===== src/rtl/uart_rx_frame_engine_if.sv =====
`default_nettype none
// ----------------------------------------------------------------------------
// uart_rx_frame_engine_if - serial line, frame configuration and frame results
// Rev 1.0
// ----------------------------------------------------------------------------
interface uart_rx_frame_engine_if #(
   parameter int DATA_WIDTH = 8,
   parameter int PRESC_W    = 6
);
   logic                  RX_IN;
   logic [PRESC_W-1:0]    Prescale;
   logic                  Parity_EN;
   logic                  Parity_type;
   logic                  Two_stop;
   logic [DATA_WIDTH-1:0] Parallel_data;
   logic                  Data_valid;
   logic                  Parity_err;
   logic                  Stop_err;
   logic                  Busy;

   modport slave (
      input  RX_IN, Prescale, Parity_EN, Parity_type, Two_stop,
      output Parallel_data, Data_valid, Parity_err, Stop_err, Busy
   );

   modport master (
      output RX_IN, Prescale, Parity_EN, Parity_type, Two_stop,
      input  Parallel_data, Data_valid, Parity_err, Stop_err, Busy
   );
endinterface
`default_nettype wire


===== src/rtl/uart_rx_frame_engine.sv =====
`default_nettype none
// ----------------------------------------------------------------------------
// uart_rx_frame_engine - oversampled UART receiver with 3-sample majority vote
// Rev 1.0
// ----------------------------------------------------------------------------
module uart_rx_frame_engine #(
   parameter int DATA_WIDTH = 8,
   parameter int PRESC_W    = 6
) (
   input  wire                   Clk,
   input  wire                   Rst,
   uart_rx_frame_engine_if.slave bus
);
   localparam int BIT_W = $clog2(DATA_WIDTH + 1);

   typedef enum logic [2:0] {
      ST_IDLE   = 3'd0,
      ST_START  = 3'd1,
      ST_DATA   = 3'd2,
      ST_PARITY = 3'd3,
      ST_STOP   = 3'd4
   } state_t;

   state_t                state_q, state_d;
   logic                  sync1_q, sync1_d;
   logic                  rx_s_q, rx_s_d;
   logic [PRESC_W-1:0]    edge_cnt_q, edge_cnt_d;
   logic [BIT_W-1:0]      bit_cnt_q, bit_cnt_d;
   logic [PRESC_W-1:0]    presc_q, presc_d;
   logic                  par_en_q, par_en_d;
   logic                  par_type_q, par_type_d;
   logic                  two_stop_q, two_stop_d;
   logic                  samp0_q, samp0_d;
   logic                  samp1_q, samp1_d;
   logic                  samp2_q, samp2_d;
   logic [DATA_WIDTH-1:0] shift_q, shift_d;
   logic [DATA_WIDTH-1:0] data_out_q, data_out_d;
   logic                  par_bit_q, par_bit_d;
   logic                  stop_sticky_q, stop_sticky_d;
   logic                  data_valid_q, data_valid_d;
   logic                  parity_err_q, parity_err_d;
   logic                  stop_err_q, stop_err_d;
   logic                  busy_q, busy_d;

   logic [PRESC_W-1:0]    half, half_m1, half_p1, last_edge;
   logic                  at_s0, at_s1, at_s2, at_last;
   logic                  third, maj;
   logic                  last_data, last_stop;
   logic                  parity_bad, stop_bad;

   assign half      = presc_q >> 1;
   assign half_m1   = half - PRESC_W'(1);
   assign half_p1   = half + PRESC_W'(1);
   assign last_edge = presc_q - PRESC_W'(1);

   assign at_s0   = (edge_cnt_q == half_m1);
   assign at_s1   = (edge_cnt_q == half);
   assign at_s2   = (edge_cnt_q == half_p1);
   assign at_last = (edge_cnt_q == last_edge);

   // On the third sample edge the vote uses the live line so the bit is usable that cycle
   assign third = at_s2 ? rx_s_q : samp2_q;
   assign maj   = (samp0_q & samp1_q) | (samp0_q & third) | (samp1_q & third);

   assign last_data  = (bit_cnt_q == BIT_W'(DATA_WIDTH - 1));
   assign last_stop  = (bit_cnt_q == {{(BIT_W-1){1'b0}}, two_stop_q});
   assign parity_bad = par_en_q & (((^shift_q) ^ par_bit_q) != par_type_q);
   assign stop_bad   = stop_sticky_q | ~maj;

   always_comb begin
      sync1_d       = bus.RX_IN;
      rx_s_d        = sync1_q;
      state_d       = state_q;
      edge_cnt_d    = edge_cnt_q;
      bit_cnt_d     = bit_cnt_q;
      presc_d       = presc_q;
      par_en_d      = par_en_q;
      par_type_d    = par_type_q;
      two_stop_d    = two_stop_q;
      samp0_d       = samp0_q;
      samp1_d       = samp1_q;
      samp2_d       = samp2_q;
      shift_d       = shift_q;
      data_out_d    = data_out_q;
      par_bit_d     = par_bit_q;
      stop_sticky_d = stop_sticky_q;
      data_valid_d  = 1'b0;
      parity_err_d  = 1'b0;
      stop_err_d    = 1'b0;

      if (state_q != ST_IDLE) begin
         if (at_s0) samp0_d = rx_s_q;
         if (at_s1) samp1_d = rx_s_q;
         if (at_s2) samp2_d = rx_s_q;
         edge_cnt_d = at_last ? '0 : edge_cnt_q + PRESC_W'(1);
      end

      case (state_q)
         ST_IDLE: begin
            // The detection cycle itself is edge 0 of the start bit
            if (!rx_s_q) begin
               state_d       = ST_START;
               edge_cnt_d    = PRESC_W'(1);
               bit_cnt_d     = '0;
               presc_d       = bus.Prescale;
               par_en_d      = bus.Parity_EN;
               par_type_d    = bus.Parity_type;
               two_stop_d    = bus.Two_stop;
               stop_sticky_d = 1'b0;
            end
         end
         ST_START: begin
            if (at_last) begin
               state_d   = maj ? ST_IDLE : ST_DATA;
               bit_cnt_d = '0;
            end
         end
         ST_DATA: begin
            if (at_s2) shift_d = {maj, shift_q[DATA_WIDTH-1:1]};
            if (at_last) begin
               if (last_data) begin
                  bit_cnt_d = '0;
                  state_d   = par_en_q ? ST_PARITY : ST_STOP;
               end else begin
                  bit_cnt_d = bit_cnt_q + BIT_W'(1);
               end
            end
         end
         ST_PARITY: begin
            if (at_s2) par_bit_d = maj;
            if (at_last) begin
               state_d   = ST_STOP;
               bit_cnt_d = '0;
            end
         end
         ST_STOP: begin
            // Frame closes mid final stop bit, leaving margin for the next start edge
            if (at_s2 && last_stop) begin
               state_d      = ST_IDLE;
               edge_cnt_d   = '0;
               bit_cnt_d    = '0;
               stop_err_d   = stop_bad;
               parity_err_d = parity_bad;
               if (!stop_bad && !parity_bad) begin
                  data_valid_d = 1'b1;
                  data_out_d   = shift_q;
               end
            end else begin
               if (at_s2) stop_sticky_d = stop_bad;
               if (at_last) bit_cnt_d = bit_cnt_q + BIT_W'(1);
            end
         end
         default: begin
            state_d    = ST_IDLE;
            edge_cnt_d = '0;
            bit_cnt_d  = '0;
         end
      endcase

      busy_d = (state_d != ST_IDLE);
   end

   always_ff @(posedge Clk or negedge Rst) begin
      if (!Rst) begin
         state_q       <= ST_IDLE;
         sync1_q       <= 1'b1;
         rx_s_q        <= 1'b1;
         edge_cnt_q    <= '0;
         bit_cnt_q     <= '0;
         presc_q       <= '0;
         par_en_q      <= 1'b0;
         par_type_q    <= 1'b0;
         two_stop_q    <= 1'b0;
         samp0_q       <= 1'b0;
         samp1_q       <= 1'b0;
         samp2_q       <= 1'b0;
         shift_q       <= '0;
         data_out_q    <= '0;
         par_bit_q     <= 1'b0;
         stop_sticky_q <= 1'b0;
         data_valid_q  <= 1'b0;
         parity_err_q  <= 1'b0;
         stop_err_q    <= 1'b0;
         busy_q        <= 1'b0;
      end else begin
         state_q       <= state_d;
         sync1_q       <= sync1_d;
         rx_s_q        <= rx_s_d;
         edge_cnt_q    <= edge_cnt_d;
         bit_cnt_q     <= bit_cnt_d;
         presc_q       <= presc_d;
         par_en_q      <= par_en_d;
         par_type_q    <= par_type_d;
         two_stop_q    <= two_stop_d;
         samp0_q       <= samp0_d;
         samp1_q       <= samp1_d;
         samp2_q       <= samp2_d;
         shift_q       <= shift_d;
         data_out_q    <= data_out_d;
         par_bit_q     <= par_bit_d;
         stop_sticky_q <= stop_sticky_d;
         data_valid_q  <= data_valid_d;
         parity_err_q  <= parity_err_d;
         stop_err_q    <= stop_err_d;
         busy_q        <= busy_d;
      end
   end

   assign bus.Parallel_data = data_out_q;
   assign bus.Data_valid    = data_valid_q;
   assign bus.Parity_err    = parity_err_q;
   assign bus.Stop_err      = stop_err_q;
   assign bus.Busy          = busy_q;
endmodule
`default_nettype wire


===== src/flat_wrapper.sv =====
// flat-port wrapper written by rule: the top's interface ports become plain ports
module uart_rx_frame_engine_flat 
#(
   parameter int DATA_WIDTH = 8,
   parameter int PRESC_W    = 6
)
  (Clk, Rst, bus_RX_IN, bus_Prescale, bus_Parity_EN, bus_Parity_type, bus_Two_stop, bus_Parallel_data, bus_Data_valid, bus_Parity_err, bus_Stop_err, bus_Busy);
  uart_rx_frame_engine_if #(.DATA_WIDTH(DATA_WIDTH), .PRESC_W(PRESC_W)) bus_i ();
  input  wire Clk;
  input  wire Rst;
  input wire logic [$bits(bus_i.RX_IN)-1:0] bus_RX_IN;
  input wire logic [$bits(bus_i.Prescale)-1:0] bus_Prescale;
  input wire logic [$bits(bus_i.Parity_EN)-1:0] bus_Parity_EN;
  input wire logic [$bits(bus_i.Parity_type)-1:0] bus_Parity_type;
  input wire logic [$bits(bus_i.Two_stop)-1:0] bus_Two_stop;
  output wire logic [$bits(bus_i.Parallel_data)-1:0] bus_Parallel_data;
  output wire logic [$bits(bus_i.Data_valid)-1:0] bus_Data_valid;
  output wire logic [$bits(bus_i.Parity_err)-1:0] bus_Parity_err;
  output wire logic [$bits(bus_i.Stop_err)-1:0] bus_Stop_err;
  output wire logic [$bits(bus_i.Busy)-1:0] bus_Busy;
  assign bus_i.RX_IN = bus_RX_IN;
  assign bus_i.Prescale = bus_Prescale;
  assign bus_i.Parity_EN = bus_Parity_EN;
  assign bus_i.Parity_type = bus_Parity_type;
  assign bus_i.Two_stop = bus_Two_stop;
  assign bus_Parallel_data = bus_i.Parallel_data;
  assign bus_Data_valid = bus_i.Data_valid;
  assign bus_Parity_err = bus_i.Parity_err;
  assign bus_Stop_err = bus_i.Stop_err;
  assign bus_Busy = bus_i.Busy;
  uart_rx_frame_engine #(.DATA_WIDTH(DATA_WIDTH), .PRESC_W(PRESC_W)) u_core (.Clk(Clk), .Rst(Rst), .bus(bus_i));
endmodule

===== config.mk =====
export PLATFORM = sky130hd
export DESIGN_NAME = uart_rx_frame_engine_flat
export DESIGN_NICKNAME = d
export VERILOG_FILES = /design/src/rtl/uart_rx_frame_engine_if.sv /design/src/rtl/uart_rx_frame_engine.sv /design/src/flat_wrapper.sv
export SDC_FILE = /design/constraint.sdc
export NUM_CORES = 1
export LEC_CHECK = 0
export CAP_MARGIN = 10
export CORE_UTILIZATION = 45
export CTS_CLUSTER_SIZE = 28
export DETAILED_ROUTE_END_ITERATION = 6
export GPL_ROUTABILITY_DRIVEN = 0
export MAX_ROUTING_LAYER = met4
export PLACE_DENSITY = 0.72
export RECOVER_POWER = 25
export SETUP_SLACK_MARGIN = 0.2
export SYNTH_ARGS = -nofsm -noshare
export SYNTH_HDL_FRONTEND = slang
export SYNTH_SLANG_ARGS = --single-unit

===== constraint.sdc =====
create_clock -name Clk -period 4.8 [get_ports Clk]
set_input_delay 0.72 -clock Clk [delete_from_list [all_inputs] [get_ports Clk]]
set_output_delay 0.72 -clock Clk [all_outputs]
set_load 0.05 [all_outputs]

==> metrics.log <==
[metrics] total overflow reported by the global router: 0
[metrics] post-synthesis cell type with the largest combined area: dfrtp_1
[metrics] fraction of final layout cells with drive strength greater than 1: between 10% and 20%
[metrics] buffer type at the clock tree root: clkbuf_8
[metrics] Inserted Clock Buffers: 5
[metrics] status: finished, violations left
[metrics] layout overhead on the synthesized area: 12.6%
[metrics] TritonCTS clock tree: yes
[metrics] Final Critical Period: roughly 3.2 ns
[metrics] sum of negative setup slack: 0 ns
[metrics] number of detailed-routing iterations run before antenna repair: 4
[metrics] hold violation count in the final report: 0
[metrics] start point of the worst hold path: u_core.rx_s_d
[metrics] global route hottest layer: met2
[metrics] Via density: 5.46
[metrics] reported leakage power: 1.38 nW
[metrics] area of the die: roughly 6500 sq um
[metrics] synthesized area per cell: ~11 sq um
[metrics] max-capacitance violation count: 1
[metrics] source-to-sink clock delay at the later pin of the worst-skew pair: 0.30 ns
[metrics] CP startpoint kind: flop
[metrics] destination of the worst register-to-register timing path: u_core.bus.Parallel_data[0]
[metrics] failing checks: max-capacitance violations, max-slew violations
[metrics] Max IR drop VDD: around 250 uV
[metrics] final cell utilization of the core: 52.8%
[metrics] WHS Endpoint: u_core.rx_s_q
[metrics] dominant synthesized flop cell: dfrtp_1
[metrics] Arr. time, crit path: between 3 and 4 ns
[metrics] H-Tree Level Count: 2
[metrics] total number of yosys warnings: 0
[metrics] ratio of total power to cell area: 543 nW/um^2
[metrics] Register-to-Register Setup Slack: 1.64 ns
[metrics] share of flip-flops with an asynchronous set or reset: 100%
[metrics] final number of max-transition violations: 50
[metrics] Remaining DRCs: 0
[metrics] setup fix buffers added after clock tree synthesis: 0
[metrics] via count of the first global-routing pass: about 2000
[metrics] pin count of the biggest net entering global routing: 50
[metrics] biggest area contributors in the synthesized netlist: dfrtp_1 (42%), mux2_2 (7.3%), xor2_1 (4.7%)
[metrics] flip-flop and latch count after synthesis: 49
[metrics] final clock period utilization by the worst path: 65.8%
[metrics] series of cell instances along the critical path: inv_1, ha_1, xor2_1, a211oi_2, nand4_2, o31a_1, a211o_1, or3b_1, mux2_4
[metrics] Tot GR Track Use: 19.1%
[metrics] required time of the critical path: 4.99 ns
[metrics] proportion of netlist area held by the largest area contributor: between 40% and 50%
[metrics] met1 usage: 24.9%
[metrics] combined flip-flop and latch cell area: 1230 sq um
[metrics] Placeable Area: ~5900 sq um
[metrics] worst hold slack after final layout: between 0.3 and 0.4 ns
[metrics] final wirelength: roughly 5200 microns
[metrics] number of gates resized after CTS: 0
[metrics] Max Clk Rate: between 300 and 400 MHz
[metrics] met2 GRT Util: about 30%
[metrics] global-route wire length before repair: 9180 microns
[metrics] global routing met3 resource utilization: 4.09%
[metrics] count of input and output buffers: 23
[metrics] library cell contributing the largest single delay on the critical path: or3b_1
[metrics] number of cells traversed by the worst register-to-register path: 9
[metrics] Tightest Pin Transition: 2.58 ns
[metrics] Critical Path End Type: flop
[metrics] number of filler cells placed in the layout: roughly 540
[metrics] routed via count: ~2000
[metrics] cell count of the worst hold path: 0
[metrics] chip width: between 80 and 90 microns
[metrics] CTS clk-pin slew, worst paths: 0.10 ns
[metrics] Die Span Y: slightly above 80 microns
[metrics] initial antenna violation count: 0
[metrics] Distinct cells, synth: 53
[metrics] Post-CTS Hold Buffers: 0
[metrics] count of routing violations after the opening detailed-route iteration: 76
[metrics] number of rows created at floorplan: 28
[metrics] crit-path max cell delay: roughly 0.6 ns
[metrics] boundary pin count: 24
[metrics] reg-to-reg critical path startpoint: u_core.presc_q[2]
[metrics] footprint of the multi-input gates: 1440 sq um
[metrics] Final Setup Violations: 0
[metrics] Slew HR: -72.0%
[metrics] count of flip-flops with a built-in enable after synthesis: 0
[metrics] sequential area share after synthesis: 44.3%
[metrics] post-synth design cell area: 2780 sq um
[metrics] nets in the synthesized netlist: 281
[metrics] Layout Skew: approximately 0.0060 ns
[metrics] Gate Count Post-Synth: 263
[metrics] RSZ-0062 raised after global routing: false
[metrics] classification of the worst setup path: flop to flop
[metrics] drt wl/cell: 14.6 microns
[metrics] # clock sinks: slightly below 50
[metrics] antenna diode count: 0
[metrics] HP Class: flop to flop
[metrics] Max Root-Sink Buffers: 2
[metrics] initial core utilization: around 47%
[metrics] antenna-violating nets left: 0
[metrics] Max Fanout on Critical Path: 9
[metrics] Detailed Place HPWL: 3780 microns
[metrics] nets@finish: 300
metal layers:
| metal | wire length (microns) | vias to the layer above |
|---|---|---|
| li1 | - | 961 |
| met1 | 2490 | 948 |
| met2 | 2500 | 38 |
| met3 | 210 | 6 |
| met4 | 47 | 0 |
| met5 | 0 | - |
sequential cells by signal, indices dropped and copies added (netlist names), 3 cells and up:
name                      cells
u_core.bus.Parallel_data      8
u_core.shift_q                8
u_core.edge_cnt_q             6
u_core.presc_q                6
u_core.bit_cnt_q              4
u_core.state_q                3
worst max-delay path, delay by kind of cell (launching register included):
family	cells	cell delay (ns)
xor+xnor	1	0.17
compound gates	3	0.81
buf+inv	1	0.12
flops	1	0.50
simple gates	2	0.77
fa+ha+maj	1	0.30
mux	1	0.38
cell type report:
type,count,area share (%)
well taps,75,3.00
flip-flops and latches,49,39.3
clock buffers,6,2.64
repair buffers,24,7.40
inverters,9,1.08
clock inverters,2,0.520
multi-input cells,193,46.1
cells in the final DEF (no fill, tap or decap), drive strengths merged, types with 2 or more instances in the layout:
cell type,n
xnor2,14
o21ai,18
dfstp,2
clkbuf,7
mux2i,2
o22ai,3
nor2,18
dfrtp,47
xor2,16
mux2,26
nor3,7
a21oi,10
ha,6
nand4,5
o21a,2
inv,10
nand2b,4
nand3,10
o31ai,2
a211oi,2
nor2b,5
or3,4
clkdlybuf4s50,21
nor4,2
nand4b,2
nand2,16
through the flow:
stage               area [sq um]  std cells  power, W  worst slack [ns]
floorplan                   2780        263   0.00129              1.99
detailed placement          3030        350   0.00144              1.64
global route                3130        358   0.00185              1.47
global placement            3030        350   0.00142              1.72
CTS                         3130        358   0.00171              1.63
finish                      3130        358   0.00170              1.64
cells by family (layout without fill, tap and decap cells):
family	count (synthesis)	after routing	synth area share, %
fa+ha+maj	6	6	2.70
flops	49	49	44.3
compound gates	46	46	10.3
buf+inv	21	41	3.88
xor+xnor	30	30	9.73
simple gates	83	83	16.8
mux	28	28	12.3
worst max-delay path by stage:
| stage | startpoint | to | slack (ns) | depth (start not counted) |
|---|---|---|---|---|
| after floorplan | u_core.presc_q[1] | u_core.bus.Parallel_data[0] | 1.99 | 10 |
| after global placement | u_core.presc_q[1] | u_core.bus.Parallel_data[2] | 1.72 | 9 |
| after detailed placement | u_core.presc_q[1] | u_core.bus.Parallel_data[7] | 1.64 | 9 |
| after CTS | u_core.presc_q[1] | u_core.bus.Parallel_data[7] | 1.63 | 9 |
| after global routing | u_core.presc_q[1] | u_core.bus.Parallel_data[1] | 1.47 | 9 |
| final | u_core.presc_q[2] | u_core.bus.Parallel_data[0] | 1.64 | 9 |
power breakdown:
| part | leakage, nW | switching (W) | internal [W] | total [W] |
|---|---|---|---|---|
| clock network | 0.0478 | 0.000147 | 0.000119 | 0.000266 |
| registers | 0.637 | 0.000167 | 0.000504 | 0.000671 |
| logic | 0.691 | 0.000410 | 0.000353 | 0.000763 |
Yosys cell counts, types with 2 or more instances:
cell type	count
mux2_4	8
nand2_1	16
dfstp_2	2
o21a_1	2
ha_1	6
o22ai_1	3
nor4_1	2
nand2b_1	4
nor2b_1	5
buf_4	3
a21oi_1	10
xor2_1	15
nor3_1	6
nand4_1	4
inv_1	9
buf_2	2
or3_1	4
o31ai_1	2
nand3_1	10
buf_6	2
o21ai_0	18
xnor2_1	14
clkbuf_1	5
mux2_2	18
mux2i_1	2
dfrtp_1	47
nor2_1	18
No activity file was read; power rests on OpenSTA's default activity.
